File: src/rtl/lsu_initiator.sv
// M-stage load/store unit: issues one handshaked word transaction per load/store and stalls until ack or timeout.
// Optional store trace printing is compiled in when LSU_TRACE_EN is defined.
module lsu_initiator #(
    parameter int TIMEOUT = 16,
    parameter int ADDR_W  = 32
) (
    input  logic              clk,
    input  logic              reset,
    input  logic              memread_M,
    input  logic              memwrite_M,
    input  logic [1:0]        size_M,
    input  logic              unsigned_M,
    input  logic [ADDR_W-1:0] data_alu_M,
    input  logic [31:0]       writedata_M,
    input  logic [31:0]       pcout_M,
    output logic              bus_req,
    output logic              bus_we,
    output logic [ADDR_W-1:0] bus_addr,
    output logic [3:0]        bus_be,
    output logic [31:0]       bus_wdata,
    input  logic              bus_ack,
    input  logic [31:0]       bus_rdata,
    output logic              stall_M,
    output logic [31:0]       data_dm_M,
    output logic              addr_exc_M,
    output logic              bus_err_M
);

    localparam int CNT_W = $clog2(TIMEOUT + 1);

    typedef enum logic [1:0] {
        ST_IDLE  = 2'b00,
        ST_ISSUE = 2'b01,
        ST_DONE  = 2'b10
    } state_e;

    state_e            state_q, state_d;
    logic [CNT_W-1:0]  cnt_q, cnt_d;
    logic [31:0]       data_q, data_d;
    logic              err_q, err_d;

    logic              req_s;
    logic              mis_s;
    logic              is_store_s;
    logic              bus_req_s;
    logic              stall_s;
    logic              addr_exc_s;
    logic [1:0]        off_s;
    logic [31:0]       load_s;

    function automatic logic [3:0] be_f(input logic st, input logic [1:0] sz, input logic [1:0] off);
        logic [3:0] be;
        be = 4'b1111;
        if (st) begin
            case (sz)
                2'b01:   be = off[1] ? 4'b1100 : 4'b0011;
                2'b10:   be = 4'b0001 << off;
                default: be = 4'b1111;
            endcase
        end else begin
            be = 4'b1111;
        end
        return be;
    endfunction

    function automatic logic [31:0] wdata_f(input logic st, input logic [1:0] sz, input logic [31:0] wd);
        logic [31:0] r;
        r = 32'h0000_0000;
        if (st) begin
            case (sz)
                2'b01:   r = {2{wd[15:0]}};
                2'b10:   r = {4{wd[7:0]}};
                default: r = wd;
            endcase
        end else begin
            r = 32'h0000_0000;
        end
        return r;
    endfunction

    function automatic logic [31:0] load_f(input logic [31:0] rd, input logic [1:0] sz,
                                           input logic [1:0] off, input logic uns);
        logic [7:0]  b;
        logic [15:0] h;
        logic [31:0] r;
        case (off)
            2'b00:   b = rd[7:0];
            2'b01:   b = rd[15:8];
            2'b10:   b = rd[23:16];
            2'b11:   b = rd[31:24];
            default: b = 8'h00;
        endcase
        h = off[1] ? rd[31:16] : rd[15:0];
        case (sz)
            2'b01:   r = uns ? {16'h0000, h} : {{16{h[15]}}, h};
            2'b10:   r = uns ? {24'h00_0000, b} : {{24{b[7]}}, b};
            default: r = rd;
        endcase
        return r;
    endfunction

    // Request decode, alignment check and bus field generation from the held M-stage inputs
    always_comb begin
        req_s      = memread_M | memwrite_M;
        is_store_s = memwrite_M;
        off_s      = data_alu_M[1:0];
        case (size_M)
            2'b01:   mis_s = off_s[0];
            2'b10:   mis_s = 1'b0;
            default: mis_s = (off_s != 2'b00);
        endcase
        load_s     = load_f(bus_rdata, size_M, off_s, unsigned_M);
    end

    // Next-state logic and per-state outputs
    always_comb begin
        state_d    = state_q;
        cnt_d      = cnt_q;
        data_d     = data_q;
        err_d      = err_q;
        bus_req_s  = 1'b0;
        stall_s    = 1'b0;
        addr_exc_s = 1'b0;
        case (state_q)
            ST_IDLE: begin
                addr_exc_s = req_s & mis_s;
                if (reset && req_s && !mis_s) begin
                    stall_s = 1'b1;
                    state_d = ST_ISSUE;
                    cnt_d   = {CNT_W{1'b0}};
                end else begin
                    state_d = ST_IDLE;
                end
            end
            ST_ISSUE: begin
                bus_req_s = 1'b1;
                stall_s   = 1'b1;
                if (bus_ack) begin
                    data_d  = is_store_s ? data_q : load_s;
                    err_d   = 1'b0;
                    state_d = ST_DONE;
                end else if (cnt_q == CNT_W'(TIMEOUT - 1)) begin
                    data_d  = 32'h0000_0000;
                    err_d   = 1'b1;
                    state_d = ST_DONE;
                end else begin
                    cnt_d   = cnt_q + CNT_W'(1);
                end
            end
            ST_DONE: begin
                state_d = ST_IDLE;
            end
            default: begin
                state_d = ST_IDLE;
            end
        endcase
    end

    // State, timeout counter and load result registers
    always_ff @(posedge clk or negedge reset) begin
        if (!reset) begin
            state_q <= ST_IDLE;
            cnt_q   <= {CNT_W{1'b0}};
            data_q  <= 32'h0000_0000;
            err_q   <= 1'b0;
        end else begin
            state_q <= state_d;
            cnt_q   <= cnt_d;
            data_q  <= data_d;
            err_q   <= err_d;
        end
    end

    assign bus_req    = bus_req_s;
    assign stall_M    = stall_s;
    assign addr_exc_M = addr_exc_s;
    assign bus_we     = is_store_s;
    assign bus_addr   = {data_alu_M[ADDR_W-1:2], 2'b00};
    assign bus_be     = be_f(is_store_s, size_M, off_s);
    assign bus_wdata  = wdata_f(is_store_s, size_M, writedata_M);
    assign data_dm_M  = data_q;
    assign bus_err_M  = err_q;

`ifdef LSU_TRACE_EN
    // Store trace at the accepting edge
    always @(posedge clk) begin
        if (reset && state_q == ST_ISSUE && bus_ack && is_store_s) begin
            $display("@%08h: *%08h <= %08h", pcout_M, data_alu_M, bus_wdata);
        end
    end
`else
    logic unused_trace_s;
    assign unused_trace_s = ^pcout_M;
`endif

endmodule

File: config.mk
export PLATFORM = sky130hd
export DESIGN_NAME = lsu_initiator
export DESIGN_NICKNAME = d
export VERILOG_FILES = /design/src/rtl/lsu_initiator.sv
export SDC_FILE = /design/constraint.sdc
export NUM_CORES = 1
export LEC_CHECK = 0
export BUFFER_PORTS_ARGS = -buffer_cell sky130_fd_sc_hd__buf_2
export CORE_AREA = 2 2 94 96
export DETAILED_ROUTE_END_ITERATION = 6
export DIE_AREA = 0 0 96 98
export PLACE_DENSITY = 0.74
export SLEW_MARGIN = 30
export SYNTH_ARGS = -nofsm -noshare
export SYNTH_HDL_FRONTEND = slang
export SYNTH_SLANG_ARGS = --single-unit
File: constraint.sdc
create_clock -name clk -period 2.58 [get_ports clk]
set_input_delay 0.387 -clock clk [delete_from_list [all_inputs] [get_ports clk]]
set_output_delay 0.387 -clock clk [all_outputs]
set_load 0.01 [all_outputs]
==> results by stage, run 1 <==
Status:
- The flow ran to the end, and the final reports show no timing, DRC or antenna violations.

Timing:
- Setup repair after global routing left no endpoint under its margin.
- The number of hold-slack violations in the final timing report came to 0.
- Adding up every negative setup slack in the final design gives 0 ns.
- The clock skew is 0.00871 ns.
- Setup violations remaining at the end of the flow were counted as 0.
- The actual slew at the worst max-slew pin is 0.626 ns.
- The final critical path takes up 96.6% of the cycle.
- Headroom to the max-slew limit came out at 58.2%.
- The achievable clock frequency is 0.401 GHz.
- The count of pins over their slew limit was 0.
- The clock period minus final worst setup slack is 2.49 ns.

Clock tree:
- The clock latency of the later-clocked register in the worst-skew pair is 0.30 ns.
- The number of hold buffers added after CTS was 0.
- The clock-pin transition on the worst setup and hold timing paths is 0.08 ns.
- The number of gates resized after cts is 0.
- The clock net in this run drives a total of 40 sinks.
- Post-CTS timing repair inserted 0 buffers for setup.
- The worst-case clock buffer depth is 2.
- The CTS tree is built.
- The number of buffers inserted during clock tree synthesis is 5.
- In this run the number of H-tree levels came out at 2.
- The buffer type at the clock tree root is clkbuf_8.

Worst setup path:
- The most numerous cell type found on the critical path is buf_2.
- STA classifies the critical path startpoint as a primary input.
- The category of the critical setup timing path is in2out.
- In this design, the stage delay of the slowest critical-path cell is 0.56 ns.
- The highest fanout seen on the critical path is 15.
- The data arrival time of the critical path is 2.11 ns.
- The slowest stage of the critical path is the ha_1 cell.
- STA puts the critical path data required time at 2.19 ns.
- STA classifies the critical path endpoint as a primary output.
- Walking the worst path, the cells encountered are buf_2 > inv_1 > ha_1 > clkinv_1 > o211a_1 > buf_2.

Synth:
- The warning count from the yosys run is 0.
- The number of synthesized register bits is 40.
- Counting every instance in the synthesized netlist gives 321.
- By area the synthesized netlist is led by dfrtp_1 34%, a221o_1 11%, buf_4 8.4%.
- Synthesis instantiated 44 different standard cells from the library.
- Among all cell types in the netlist, the one instantiated most often is dfrtp_1.
- The synthesized design spends more area on one cell type than any other, namely dfrtp_1.
- The top flip-flop cell by instance count after synthesis is dfrtp_1.
- After synthesis, flip-flops and latches occupy 34.1% of the total area.
- The average instance area after synthesis is 9.16 sq um.
- After synthesis, the share of flip-flops with an asynchronous set or reset is 100%.
- The share of the synthesized area in the top cell type is 34.1%.
- The synthesized design contains 0 enable-type register cells.
- Counting instances in the post-synthesis netlist gives the leading cell types as 40 x dfrtp_1, 33 x buf_4, 31 x a221o_1, 24 x nand2_1, 21 x nor2b_1.
- In this run the cell area of the synthesized design comes to 0.00294 sq mm.

Routing:
- The detailed-route via count is 2,951.
- Before antenna repair, the detailed router went through 4 iterations.
- The number of vias per cell is 5.50.
- Once detail routing completed, the nets flagged for antenna violations numbered 0.
- Dividing the detail-routed wire length by the instance count gives 17.5 microns.
- After detailed routing, the number of remaining DRC violations is 0.
- The total wire length after detailed routing is 9.42 mm.
- The DRC marker count from the first detailed-route iteration is 122.

Finish:
- The area growth from synthesis to layout is 23.6%.
- The count of nets after finishing is 568.
- The repair_antennas step left the layout with diodes totalling 0.
- The design area is 0.00363 sq mm.
- The fraction of final layout cells sized beyond drive strength 1 is 42.9%.
- The final non-filler cell total is 537.

Floorplanning:
- The floorplan die width is 96 microns.
- The floorplan step defined a core boundary enclosing 0.00847 sq mm.
- The die covers 0.00941 sq mm.
- For this configuration, the core starts out at a cell density of 34.7%.
- For this design the top-level I/O count stands at 241.
- The floorplan has 34 rows.
- The height of the die is 98 microns.

Place:
- The total placed instance area is 0.00352 sq mm.
- Including well taps, the total number of placed cells is 529.
- At the end of routability-driven placement, the weighted congestion stood at 0.817.
- The detailed placer's ending HPWL is 7.26 mm.
- The quantity of I/O buffers inserted on ports is 146.

Global route:
- The first global-routing pass estimated 14.4 mm of wire.
- The initial antenna violation count is 0.
- The number of global-route vias before repair is 2,834.
- Summed over all layers, the global routing overflow is 0.
- The total routing resource utilization after global routing is 19.5%.
- The maximum number of pins on one net before global-route repair is 41.

Power:
- The worst voltage drop across the vdd grid is 0.244 mV.
- The leakage power summed over all cells is 1.84 nW.
- The power density over the cells is 754 mW/mm^2.

Hold path:
- The tightest min-delay check is of the in2async type.

Flow run:
- The number of max-cap violations is 0.
-- through the flow --
stage	util, %	power [mW]	worst slack [ns]	hold slack [ns]
2_1_floorplan	-	1.75	0.542	0.0914
3_3_place_gp	41.6	2.20	0.130	0.469
3_5_place_dp	41.6	2.24	0.0532	0.477
4_1_cts	42.9	2.76	0.0763	0.207
5_1_grt	42.9	2.94	0.00361	0.244
6_report	42.9	2.74	0.0866	0.184
-- cell families (layout without fill, tap and decap cells) --
family | Yosys count | after routing | synth area share [%]
AND/OR/NAND/NOR | 85 | 85 | 16.2
multiplexers | 10 | 10 | 4.21
AO/OA/AOI/OAI | 113 | 113 | 29.1
adder cells (fa/ha/maj) | 4 | 4 | 1.70
XOR/XNOR | 2 | 2 | 0.596
flip-flops | 40 | 40 | 34.1
buffers and inverters | 66 | 173 | 14.0
other | 1 | 2 | 0.128
-- critical path: cells and delay by family --
kind            cells  cell delay [ns]
compound gates      1             0.38
buf+inv             4             0.77
fa+ha+maj           1             0.56
-- layer usage --
layer | up-vias | wire (microns) | track usage (%) | share of wire [%]
li1 | 1368 | - | - | -
met1 | 1402 | 3740 | 23.8 | 40
met2 | 158 | 4580 | 32.8 | 49
met3 | 23 | 942 | 5.48 | 10
met4 | 0 | 163 | 6.15 | 1.7
met5 | - | 0 | 0 | 0
-- where the power goes --
part | switching, mW | internal [mW] | total [mW] | leakage [nW]
Combinational | 0.620 | 0.556 | 1.18 | 1.27
Sequential | 0.155 | 0.888 | 1.04 | 0.516
Clock | 0.234 | 0.286 | 0.521 | 0.0541
Total | 1.01 | 1.73 | 2.74 | 1.84
-- cell type report --
class,count,area (sq um)
clock inverter,3,42.5
tap,108,135
multi-input combinational,216,1540
timing repair buffer,159,828
fill,876,4830
clock buffer,5,68.8
inverter,6,22.5
sequential,40,1000
-- sequential cells by signal, summed over array words and instances (netlist names) --
signal	cells
state_q	2
data_dm_M	32
bus_err_M	1
cnt_q	5
-- cells in the final DEF, fill, tap and decap left out, drive strengths merged, types with 4 or more instances in the layout --
cell type	n
and2	11
inv	5
nand2	25
dfrtp	40
a211oi	8
o211ai	8
buf	159
mux2	9
a221o	31
o211a	8
a22oi	8
o21ai	25
nor2b	21
ha	4
clkbuf	5
nor3b	8
nor2	9
a21oi	18
-- worst paths after layout --
path	from	to	slack, ns	cells past startpoint
worst max register to register	cnt_q[0]	cnt_q[3]	0.63	8
worst min register to register	data_dm_M[8]	data_dm_M[8]	0.49	2
min in group clk	bus_rdata[4]	data_dm_M[4]	0.31	2
worst max-delay path	size_M[0]	bus_wdata[26]	0.09	6
worst min-delay path	reset	data_dm_M[3]	0.18	2
max in group asynchronous	reset	data_dm_M[13]	2.05	2
No activity file was read; power rests on OpenSTA's default activity.
==> inputs of run 2 (changes only) <==
==> constraint.sdc (replaced) <==
create_clock -name clk -period 2.58 [get_ports clk]
set_input_delay 0.645 -clock clk [delete_from_list [all_inputs] [get_ports clk]]
set_output_delay 0.645 -clock clk [all_outputs]
set_load 0.01 [all_outputs]
==> run 2 against run 1 <==
Global-route usage rose by 0.42 points; wire length rose by 0.42%; cell count rose by 2.6%; non-clock buffer count rose by 14; utilization rose by 2.0 points; via count rose by 0.61%; largest power group unchanged; critical path depth rose by 2; sequential share of layout area fell by 1.2 points; clock skew rose by 0.0017 ns; die area did not move; total power rose by 3.4%; highest routed layer unchanged.
==> results by stage, run 2 (synthesized netlist as in run 1, its figures left out) <==
Worst setup path:
- The category of the critical setup timing path is in2out.
- The reg-to-reg startpoint is cnt_q[0].
- The capture instance of the worst register-to-register path is cnt_q[3].
- Data arrives at the worst endpoint at 1.89 ns.
- The critical path required time is 1.93 ns.
- The worst register-to-register path has a depth of 7.
- The setup check on the worst reg-to-reg path leaves a slack of 0.40 ns.
- The startpoint class of the critical path is a primary input.
- The worst setup path is captured at a primary output.
- The highest fanout seen on the critical path is 6.

Power:
- The switching share of total power is 36.2%.
- The combinational group share of total power is 43.7%.
- The relative contribution of the clock network to total power is 19.4%.
- For this design the ratio of total power to cell area is 745 mW/mm^2.
- Internal power comes to 1.81 mW.
- Sequential cells account for 37.0% of the total power.
- In this run the static leakage power is 1.92 nW.
- IR analysis of the VDD net gives a maximum drop of 0.263 mV.
- Summed over all nets, the switching power comes to 1.02 mW.

Clock tree:
- The number of sinks handled by clock tree synthesis is 40.
- The buffer type at the clock tree root is clkbuf_8.
- The number of buffers inserted during clock tree synthesis is 5.
- The clock-pin transition on the worst setup and hold timing paths is 0.09 ns.
- The number of buffers inserted by hold repair at cts is 0.
- The worst-case clock buffer depth is 2.
- The clock latency of the later-clocked register in the worst-skew pair is 0.31 ns.
- TritonCTS built the clock tree.
- The H-tree was split into 2 levels.

Finish:
- The repair_antennas step left the layout with diodes totalling 0.
- In the final design database the tool counted 582 nets.
- The area growth from synthesis to layout is 29.4%.
- Counting the fill cells in the layout gives 835.
- Once layout is complete, the cells apart from fillers number 551.
- The register with the most flip-flops in the layout has 32 of them.
- The most common library cell in the layout ignoring fill and taps is buf_2.
- Of the cells placed in the final design, the portion with a size suffix greater than 1 is 46.5%.
- In the layout the commonest cells are 146 x buf_2, 40 x dfrtp_1, 31 x a221o_1.

Global route:
- The remaining global-route overflow is 0.
- The wire length of the first global-routing pass is 14.6 mm.
- The total routing resource utilization after global routing is 19.9%.
- The initial antenna violation count is 0.
- The number of global-route vias before repair is 2,855.
- Entering global routing, the biggest net connects 41 pins.

Timing:
- The count of pins over their slew limit is 0.
- For the pin with the worst max-slew slack, the measured transition is 0.664 ns.
- The relative slew slack is 55.1%.
- Setup repair after global routing could not meet its margin everywhere.
- The clock skew is 0.0105 ns.
- The achievable clock frequency is 0.394 GHz.
- Dividing the final minimum period by the clock period gives 98.4%.
- Setup violations remaining at the end of the flow were counted as 0.
- Setup total negative slack on the finished layout was measured at 0 ns.
- Counting I/O delays and the setup requirement, the final critical path takes 2.54 ns.
- The number of hold-slack violations in the final timing report was 0.

Place:
- The placed instance count is 538.
- The detailed placer's ending HPWL is 7.35 mm.
- The quantity of I/O buffers inserted on ports is 146.
- The global placement routability congestion is 0.830.

Floorplanning:
- Measured along the y axis, the die boundary spans 98 microns.
- Pin placement for this block handled 241 I/O pins.
- The total area inside the core boundary comes to 0.00847 sq mm.
- The initial cell density of the core is 34.7%.
- The area enclosed by the die boundary is 0.00941 sq mm.
- The floorplan die width is 96 microns.
- The total number of placement rows is 34.

Routing:
- The total iterations of the first detailed-routing run is 4.
- The DRC marker count from the first detailed-route iteration is 143.
- After detailed routing, the number of remaining DRC violations is 0.
- The final route contains 2,969 vias.
- The routed wire length per instance is 17.2 microns.
- The final antenna-violating net count is 0.
- After detailed routing, the total wire length is 9.46 mm.
- The number of vias per cell is 5.39.

Flow run:
- The number of max-cap violations is 0.

Status:
- The run finished with clean final reports.

Hold path:
- The worst hold path belongs to the class in2async.
==> run 2: changes by cell type in the layout (fill, tap and decap cells not counted), moves of 2 or more <==
cell	delta
ha_4	+2
nor3b_1	-2
nor3b_2	+2
ha_1	-2
buf_4	+13
==> run 2: final cells by class <==
cell class,instances,area [sq um],area share [%]
repair buffers,173,937,24.6
inverters,6,22.5,0.592
well taps,108,135,3.55
clock buffers,6,82.6,2.17
multi-input cells,216,1590,41.7
flip-flops and latches,40,1000,26.3
clock inverters,2,38.8,1.02
==> run 2: metal layers <==
layer	vias to the layer above	share of wire, %	wire (microns)	global-route usage, %
met2	145	50	4730	33.9
met4	0	1.3	123	5.38
met5	-	0	0	0
met3	15	8.8	829	5.02
met1	1411	40	3780	24.6
li1	1398	-	-	-
==> run 2: how the worst max path moves through the flow <==
stage / end / from / cells past startpoint
3_5_place_dp: bus_wdata[8] / size_M[0] / 7
2_1_floorplan: stall_M / size_M[0] / 6
4_1_cts: bus_wdata[22] / size_M[0] / 10
6_report: bus_wdata[30] / size_M[0] / 8
5_1_grt: bus_wdata[20] / size_M[1] / 10
3_3_place_gp: bus_wdata[13] / size_M[0] / 7
==> run 2: worst max-delay path: stages <==
cell     delay [ns]
buf_2          0.10
buf_4          0.13
ha_4           0.17
buf_6          0.12
buf_4          0.15
a221o_1        0.32
o211a_1        0.12
buf_2          0.13
==> run 2: power by group through the flow <==
stage               Clock [mW]  Combinational, mW  Sequential [mW]
CTS                      0.553               1.25             1.05
finish                   0.549               1.24             1.05
global placement             0               1.17             1.04
floorplan                    0              0.600             1.15
global route             0.584               1.38             1.09
detailed placement           0               1.19             1.05
==> run 2: per-stage QoR <==
stage	setup slack [ns]	total power [mW]	hold WS (ns)	utilization, %	cell area, sq um
6_report	0.0408	2.83	0.463	44.9	3800
5_1_grt	-0.00822	3.05	0.499	44.9	3800
4_1_cts	0.00434	2.84	0.475	44.5	3770
3_5_place_dp	-0.208	2.24	0.474	42.4	3590
3_3_place_gp	-0.222	2.21	0.469	42.4	3590
2_1_floorplan	0.0260	1.75	0.349	-	2940
==> run 2: timing repair <==
item,in CTS,in global routing
pin swaps,2,1
gates resized for setup,8,4
setup buffers,4,1
setup endpoints to repair,23,9
==> inputs of run 3 (changes only) <==
Settings changed: CTS_CLUSTER_SIZE set to 16.
Clock period 2.58 ns to 3.1 ns, I/O delays scaled along.
==> run 3 against run 2 <==
Non-clock buffer count fell by 11; clock power shrank 36%; sequential share of layout area rose by 1.2 points; combinational power fell by 21%; via count decreased by 0.71%; flip-flop and latch count is the same; utilization fell by 1.9 points; clock skew down 0.0026 ns; global-route usage decreased by 0.93 points; register-to-register slack improved by 0.32 ns.
==> results by stage, run 3 (synthesized netlist as in run 1, its figures left out) <==
Floorplanning:
- In this run the count of I/O pins placed on the die edge is 241.
- The total number of placement rows is 34.
- The area of the core is 0.00847 sq mm.
- For this configuration, the core starts out at a cell density of 34.7%.
- The die is 98 microns tall.
- The die covers 0.00941 sq mm.
- The floorplan die width is 96 microns.

Finish:
- The most common library cell in the layout ignoring fill and taps is buf_2.
- The number of flip-flops in the largest register is 32.
- The count of fill cells added during filler insertion is 860.
- The number of antenna cells inserted is 0.
- For this run, the post-layout net count is 571.
- Compared with the post-synthesis result, the final layout area differs by 23.8%.
- In the layout the commonest cells are 146 x buf_2, 40 x dfrtp_1, 31 x a221o_1.
- Cells fill 43.0% of the core in the end.
- Of the cells placed in the final design, the portion with a size suffix greater than 1 is 43.8%.

Place:
- The count of buffers added on input and output ports is 146.
- The global placement routability congestion is 0.884.
- The detailed placer's ending HPWL is 7.32 mm.

Clock tree:
- The worst-case clock buffer depth is 2.
- The number of gates resized after cts is 0.
- The number of buffers inserted during clock tree synthesis is 5.
- Clock-pin slew was measured on the worst setup and hold paths at 0.08 ns.
- The post-CTS repair timing setup buffer count is 0.
- For this design, the sink count on the clock tree is 40.
- The number of H-tree branching levels is 2.
- TritonCTS built the clock tree.
- The number of buffers inserted by hold repair at cts is 0.
- The clock reaches the later pin of the worst-skew pair after 0.30 ns.
- The cell sitting at the root of the clock tree is a clkbuf_8.

Timing:
- The achievable clock frequency is 0.333 GHz.
- The number of hold-slack violations in the final timing report is 0.
- Dividing the final minimum period by the clock period gives 96.8%.
- The relative slew slack is 50.7%.
- The worst-case hold slack is 0.498 ns.
- On the final layout, the worst clock skew is 0.00782 ns.
- For the pin with the worst max-slew slack, the measured transition is 0.739 ns.
- Setup violations remaining at the end of the flow were counted as 0.
- The count of pins over their slew limit was 0.
- Setup repair after global routing could not meet its margin everywhere.
- The clock period minus final worst setup slack is 3.00 ns.

Worst setup path:
- The number of cells traversed by the worst register-to-register path is 7.
- The endpoint identified for the worst register-to-register timing path is data_dm_M[23].
- The endpoint class of the critical path is a primary output.
- For this run, the slowest stage of the critical path takes 0.47 ns.
- At the worst endpoint, the arrival time is 2.23 ns.
- In this run the critical register-to-register path is launched from cnt_q[0].
- The cell type of the slowest stage on the worst timing path is ha_1.
- The cell that appears most often on the critical path is buf_2.
- The critical path required time is 2.32 ns.
- The startpoint class of the critical path is a primary input.
- The highest fanout seen on the critical path is 10.
- The worst setup path is of the in2out kind.
- Traced cell by cell, the critical path runs through buf_2 > inv_1 > ha_1 > clkinv_1 > o211a_1 > buf_2.
- The setup check on the worst reg-to-reg path leaves a slack of 0.72 ns.

Global route:
- The wire length of the first global-routing pass is 14.0 mm.
- The maximum number of pins on one net before global-route repair is 41.
- Summed over all layers, the global routing overflow is 0.
- The total routing resource utilization after global routing is 19.0%.
- The initial antenna violation count is 0.
- The number of global-route vias before repair is 2,712.

Power:
- The analysis attributes to cell leakage a power of 1.85 nW.
- The power density over the cells is 605 mW/mm^2.
- The worst voltage drop across the vdd grid is 0.250 mV.

Routing:
- The first TritonRoute pass finished after 5 iterations.
- Dividing the detail-routed wire length by the instance count gives 17.2 microns.
- The final antenna-violating net count is 0.
- For this block, the routed nets add up to 9.29 mm of wire.
- The post-route DRC violation count is 0.
- The detailed-route via count is 2,948.
- Using the TritonRoute via totals, the vias-per-cell ratio works out to 5.46.
- After the first detailed-routing iteration, the DRC count stood at 153.

Hold path:
- Along the worst hold path, the cell count comes to 2.
- The path class of the tightest hold or removal check is reg2reg.
- The startpoint identified for the worst hold timing path is data_dm_M[14].
- The path with the worst hold slack has its endpoint at data_dm_M[14].

Flow run:
- Max-cap violations in this run came to 0.

Status:
- The flow ran to the end, and the final reports show no timing, DRC or antenna violations.
## run 3: cell count changes in the layout (fill, tap and decap cells not counted), sizes merged
cell,change
buf,-11
clkinv,+2
bufinv,-1
clkbuf,-1
## run 3: cell type report
| cell class | count | area (sq um) | area share, % |
|---|---|---|---|
| Timing Repair Buffer | 162 | 851 | 23.4 |
| Clock buffer | 5 | 68.8 | 1.89 |
| Inverter | 6 | 22.5 | 0.619 |
| Tap cell | 108 | 135 | 3.71 |
| Sequential cell | 40 | 1000 | 27.5 |
| Multi-Input combinational cell | 216 | 1540 | 42.4 |
| Clock inverter | 3 | 18.8 | 0.516 |
## run 3: report_power, final
group	switching, mW	internal, mW	total (mW)
Combinational	0.513	0.466	0.980
Clock	0.192	0.157	0.349
Sequential	0.136	0.740	0.875
Total	0.841	1.36	2.20
## run 3: worst max-delay path by stage
stage,slack (ns),from,to,depth (start not counted)
floorplan,0.29,size_M[0],stall_M,6
global placement,0.04,size_M[0],bus_wdata[13],7
detailed placement,0.05,size_M[0],stall_M,7
CTS,0.04,size_M[0],stall_M,7
global route,-0.008,size_M[0],stall_M,7
finish,0.1,size_M[0],bus_wdata[26],6
## run 3: critical path, delay by kind of cell
kind | cells | cell delay, ns
buffers and inverters | 4 | 0.63
adders and majority gates | 1 | 0.47
AOI/OAI and AO/OA | 1 | 0.34
## run 3: through the flow
step	power (mW)	instances	worst slack, ns	TNS, ns	area, sq um
floorplan	1.46	322	0.286	0	2940
global placement	1.83	532	0.0394	0	3540
detailed placement	1.86	532	0.0540	0	3540
CTS	2.22	540	0.0351	0	3630
global route	2.37	540	-0.00841	-0.0114	3640
finish	2.20	540	0.0988	0	3640
## run 3: routing by layer
metal  share of wire, %  wire [microns]  vias up  GRT usage [%]
met5                  0               0        -              0
met4                1.5             138        0           4.51
li1                   -               -     1371              -
met3                9.3             867       18           5.56
met1                 40            3750     1397           23.4
met2                 49            4540      162           32.2
